## src/rtl/div_sequencer.sv

```systemverilog
// div_sequencer: issues DIV/DIVU to the iterative divider and owns the HI/LO registers.
// Ports:
//   clock, reset_n                 - clock, async active-low reset
//   op_valid, op_signed, op_a/b    - division request from EX
//   flush                          - squash the in-flight division
//   mthi, mtlo, mt_data            - direct HI/LO writes (IDLE only)
//   hi, lo                         - architectural HI (remainder) / LO (quotient)
//   stall, done, err_timeout       - pipeline freeze, commit pulse, sticky watchdog flag
//   div_start, div_signed,
//   div_dividend, div_divisor      - launch and operands to the divider
//   div_busy, div_q, div_r         - divider status and results
module div_sequencer #(
  parameter int TIMEOUT = 48
) (
  input  logic        clock,
  input  logic        reset_n,
  input  logic        op_valid,
  input  logic        op_signed,
  input  logic [31:0] op_a,
  input  logic [31:0] op_b,
  input  logic        flush,
  input  logic        mthi,
  input  logic        mtlo,
  input  logic [31:0] mt_data,
  output logic [31:0] hi,
  output logic [31:0] lo,
  output logic        stall,
  output logic        done,
  output logic        err_timeout,
  output logic        div_start,
  output logic        div_signed,
  output logic [31:0] div_dividend,
  output logic [31:0] div_divisor,
  input  logic        div_busy,
  input  logic [31:0] div_q,
  input  logic [31:0] div_r
);
  localparam int CW = $clog2(TIMEOUT + 1);
  localparam logic [2:0] S_IDLE   = 3'd0;
  localparam logic [2:0] S_ISSUE  = 3'd1;
  localparam logic [2:0] S_WAIT   = 3'd2;
  localparam logic [2:0] S_RUN    = 3'd3;
  localparam logic [2:0] S_COMMIT = 3'd4;
  localparam logic [2:0] S_ZERO   = 3'd5;
  localparam logic [2:0] S_DRAIN  = 3'd6;

  logic [2:0]    state_q, state_d;
  logic [31:0]   hi_q, hi_d, lo_q, lo_d, a_q, a_d, b_q, b_d;
  logic          sgn_q, sgn_d, rise_q, rise_d, err_q, err_d;
  logic [CW-1:0] cnt_q, cnt_d;
  logic          accept, counting, expire;

  always_comb begin
    accept   = (state_q == S_IDLE) && op_valid && !flush;
    counting = (state_q == S_ISSUE) || (state_q == S_WAIT) || (state_q == S_RUN) || (state_q == S_DRAIN);
    expire   = counting && (cnt_q == CW'(TIMEOUT - 1));
    state_d  = state_q;
    hi_d     = hi_q;
    lo_d     = lo_q;
    a_d      = accept ? op_a : a_q;
    b_d      = accept ? op_b : b_q;
    sgn_d    = accept ? op_signed : sgn_q;
    rise_d   = accept ? 1'b0 : rise_q;
    cnt_d    = accept ? '0 : counting ? cnt_q + CW'(1) : cnt_q;
    err_d    = err_q || expire;
    case (state_q)
      S_IDLE: begin
        hi_d    = mthi ? mt_data : hi_q;
        lo_d    = mtlo ? mt_data : lo_q;
        state_d = !accept ? S_IDLE : (op_b == 32'd0) ? S_ZERO : S_ISSUE;
      end
      S_ISSUE: state_d = flush ? S_DRAIN : S_WAIT;
      S_WAIT:  state_d = flush ? S_DRAIN : div_busy ? S_RUN : S_WAIT;
      S_RUN: begin
        // busy has already been seen high, so DRAIN only has to wait for the fall
        rise_d  = flush ? 1'b1 : rise_q;
        state_d = flush ? S_DRAIN : div_busy ? S_RUN : S_COMMIT;
      end
      S_COMMIT: begin
        lo_d    = div_q;
        hi_d    = div_r;
        state_d = S_IDLE;
      end
      S_ZERO: begin
        lo_d    = 32'hFFFF_FFFF;
        hi_d    = a_q;
        state_d = S_IDLE;
      end
      S_DRAIN: begin
        rise_d  = rise_q || div_busy;
        state_d = (rise_q && !div_busy) ? S_IDLE : S_DRAIN;
      end
      default: state_d = S_IDLE;
    endcase
    state_d = expire ? S_IDLE : state_d;
  end

  always_ff @(posedge clock or negedge reset_n) begin
    if (!reset_n) begin
      state_q <= S_IDLE;
      hi_q    <= '0;
      lo_q    <= '0;
      a_q     <= '0;
      b_q     <= '0;
      sgn_q   <= 1'b0;
      rise_q  <= 1'b0;
      err_q   <= 1'b0;
      cnt_q   <= '0;
    end else begin
      state_q <= state_d;
      hi_q    <= hi_d;
      lo_q    <= lo_d;
      a_q     <= a_d;
      b_q     <= b_d;
      sgn_q   <= sgn_d;
      rise_q  <= rise_d;
      err_q   <= err_d;
      cnt_q   <= cnt_d;
    end
  end

  assign hi           = hi_q;
  assign lo           = lo_q;
  assign stall        = (state_q != S_IDLE) || (op_valid && !flush);
  assign done         = (state_q == S_COMMIT) || (state_q == S_ZERO);
  assign err_timeout  = err_q;
  assign div_start    = (state_q == S_ISSUE);
  assign div_signed   = sgn_q;
  assign div_dividend = a_q;
  assign div_divisor  = b_q;
endmodule

```

## config.mk

```make
export PLATFORM = sky130hd
export DESIGN_NAME = div_sequencer
export DESIGN_NICKNAME = d
export VERILOG_FILES = /design/src/rtl/div_sequencer.sv
export SDC_FILE = /design/constraint.sdc
export NUM_CORES = 1
export LEC_CHECK = 0
export CORE_MARGIN = 2
export CORE_UTILIZATION = 35
export CTS_BUF_LIST = sky130_fd_sc_hd__clkbuf_16
export DETAILED_ROUTE_END_ITERATION = 10
export PLACE_DENSITY = 0.73
export SLEW_MARGIN = 25
export SYNTH_ARGS = -nofsm -noshare
export SYNTH_HDL_FRONTEND = slang
export SYNTH_SLANG_ARGS = --single-unit
```

## constraint.sdc

```tcl
create_clock -name clock -period 1.6 [get_ports clock]
set_clock_uncertainty 0.2 [all_clocks]
set_input_delay 0.32 -clock clock [delete_from_list [all_inputs] [get_ports clock]]
set_output_delay 0.32 -clock clock [all_outputs]
set_load 0.02 [all_outputs]
```

==> impl_metrics.ini <==
[finish]
fin_cells = 1373
syn2layout_area_growth_pct = 86.21
finish.instance_area_um2 = 11930
nets = 1299
postLayoutCoreUtil_pct = 66.41
multi_input_area_um2 = 3532
regArea_um2 = 3507
fillCellCount = 1477
layout-drive-gt1-share_pct = 39.02

[floorplanning]
die-area_um2 = 19400
die_w_um = 139.3
die_h_um = 139.3
io_pins = 301
core_area_um2 = 17960
start_util_pct = 35.66
rows = 49

[clock_network]
clockRootBuffer = clkbuf_16
htreeDepth = 4
cts.sinks = 140
cts_buffers = 17
clkLatencyLatePin_ns = 0.43
cts_tree = yes
clk_path_buf_depth = 2
clk_pin_slew_worst_paths_ns = 0.06

[logic_synthesis]
yosysUniqueCellTypes = 34
synth_area_um2 = 6406
avgSynthCellArea_um2 = 8.622
synthAdderAreaFrac_pct = 0.1953
synth_top_family_by_area = simple AND/OR/NAND/NOR gates
synth_simple_gate_area_share_pct = 24.37
synth_xor_area_share_pct = 0.6836
yosys_warnings = 0
synth-seq-area-share_pct = 54.69
synth-compound-area-share_pct = 10.88
synth.area.mux_share_pct = 5.000
synthCells = 743
synthesis.nets = 912
ys_ff_latch = 140

[drt]
drt_iter0_markers = 356
met2WireLength_um = 14570
drt-pass1-iter-count = 4
drt-total-wl_um = 28010
met3_length_um = 1979
highest_layer = met4
wl_met1_um = 10900
ant_nets = 0
via_count = 6886
vias_per_cell = 5.015
drc = 0
wl_per_cell_um = 20.40

[timing]
final.setup.tns_ns = -19.19
fmax_ghz = 0.5479
final.period_utilization_pct = 114.1
fin_ws_ns = -0.2250
max-slew-margin-rel_pct = 75.93
grt_setup_unrepaired = true
max_slew.worst_pin.slew_ns = 0.3610
min_period_ns = 1.825
setup_viol = 143
slew_viol_final = 0
hold_violations = 0

[setup_path]
path_max_fanout = 8
worstPathArrival_ns = 1.92
cp.required_ns = 1.69
crit_type = reg -> reg
endpoint_kind = flop
startpoint_type = flop

[place]
hpwl_um = 16320
io_buffers = 300
gp_congestion = 0.8486
place_area_um2 = 10070
place_inst = 1284

[global_route]
grt_pass1_wl_um = 38640
grt_remaining_overflow = 0
grt_usage_pct = 25.97
grt_max_degree = 40
grt_pass1_vias = 6736
antenna_found_initial = 1

[power_and_ir_drop]
finalPower_mw = 23.75
leakage_nw = 5.630
vdd_drop_max_mv = 1.149
power_density_nw_per_um2 = 1991

[job]
maxCapViolCount = 0

[outcome]
status = finished with violations
violations = setup timing

[min_path]
hp-class = in -> async
==> registers in the layout, indices dropped and copies added, names as in the netlist <==
| register | cells |
|---|---|
| cnt_q | 6 |
| state_q | 3 |
| div_signed | 1 |
| div_dividend | 32 |
| lo | 32 |
| div_divisor | 32 |
| hi | 32 |
| err_timeout | 1 |
| rise_q | 1 |
==> timing repair <==
action,CTS,global route
cloned,11,18
buffers inserted,25,10
hold buffers,1,0
resized for setup,550,266
pin swaps,25,85
setup endpoints to repair,273,207
hold endpoints to repair,140,0
==> critical path, cell delays in order, from the launching register on <==
cell and delay, ns:
dfrtp_2 0.46, buf_6 0.14, nand2b_4 0.13, a21oi_4 0.16, a21boi_4 0.22, buf_6 0.15, buf_12 0.15, a31oi_1 0.09
==> synth_stat cells <==
cell         n  area [um^2]
nand2_1    296         1111
dfrtp_1    140         3503
nor2_1      71        266.5
a21oi_1     37        185.2
a31oi_1     33        206.5
mux2i_1     32        320.3
o21ai_1     32        160.2
buf_2       31        155.2
clkbuf_1     9        33.78
nor4_1       8        50.05
buf_4        7        52.55
nand2b_1     7        43.79
xnor2_1      5        43.79
inv_1        4        15.01
nand3_1      4        20.02
nor2b_1      4        25.02
a2111oi_4    2        55.05
a21o_1       2        15.01
buf_1        2        7.510
nand4_1      2        12.51
nor3_2       2        20.02
a211oi_2     1        12.51
a21boi_1     1        7.510
a21boi_2     1        11.26
a21oi_2      1        8.760
a2bb2oi_1    1        8.760
ha_1         1        12.51
inv_2        1        3.750
o21a_1       1        7.510
o21ai_0      1        5.000
o22ai_1      1        6.260
o31ai_1      1        7.510
or2_1        1        6.260
or3_1        1        6.260
==> through the flow <==
step                worst slack [ns]  hold WS [ns]
finish                       -0.2250        0.1590
global placement             -0.5028       0.03567
floorplan                   -0.01899       -0.1756
CTS                          -0.2229        0.1492
global route                 -0.3050        0.1629
detailed placement           -0.5148       0.04012
==> kinds of logic after synthesis <==
group / after synthesis
AND/OR/NAND/NOR: 396
flip-flops: 140
AO/OA/AOI/OAI: 115
buffers and inverters: 54
multiplexers: 32
XOR/XNOR: 5
adder cells (fa/ha/maj): 1
==> power breakdown <==
group / internal, mW / total [mW] / switching [mW] / leakage, nW
sequential: 5.22 / 6.26 / 1.04 / 1.70
combinational: 5.74 / 13.2 / 7.45 / 3.62
clock: 2.74 / 4.30 / 1.57 / 0.306
total: 13.7 / 23.7 / 10.1 / 5.63
==> cells in the final DEF (no fill, tap or decap), types with 7 or more instances in the layout <==
cell type,n
dfrtp_1,137
nand2_4,26
mux2i_1,22
a21oi_1,24
buf_2,129
buf_6,27
buf_8,9
clkbuf_16,30
a31oi_1,15
buf_12,18
buf_4,47
o21ai_1,23
a21oi_2,13
o21ai_2,9
a31oi_4,14
mux2i_2,7
nand2_1,209
clkdlybuf4s50_1,166
nor2_1,63
nand2_2,61
==> worst paths after layout <==
path	from	end	slack, ns	cells after the start
worst max register to register	state_q[0]	lo[27]	-0.23	7
worst min-delay path	reset_n	div_divisor[24]	0.16	2
worst max-delay path	state_q[0]	lo[27]	-0.23	7
min in group clock	op_a[4]	div_dividend[4]	0.22	3
max in group asynchronous	reset_n	hi[17]	0.49	3
worst min register to register	div_divisor[17]	div_divisor[17]	0.26	2
==> layout make-up <==
cell class / count / area share, %
diodes: 1 / 0.02098
clock buffers: 17 / 3.566
clock inverters: 15 / 1.720
inverters: 5 / 0.2203
multi-input cells: 550 / 29.61
flip-flops and latches: 140 / 29.40
well taps: 229 / 2.402
repair buffers: 416 / 33.06
==> per-layer routing <==
metal  track usage [%]  vias to the layer above
met5                 0                        -
li1                  -                     3226
met2             45.46                      302
met4             6.911                        0
met1             31.48                     3313
met3             7.330                       45
No activity file was read; power rests on OpenSTA's default activity.
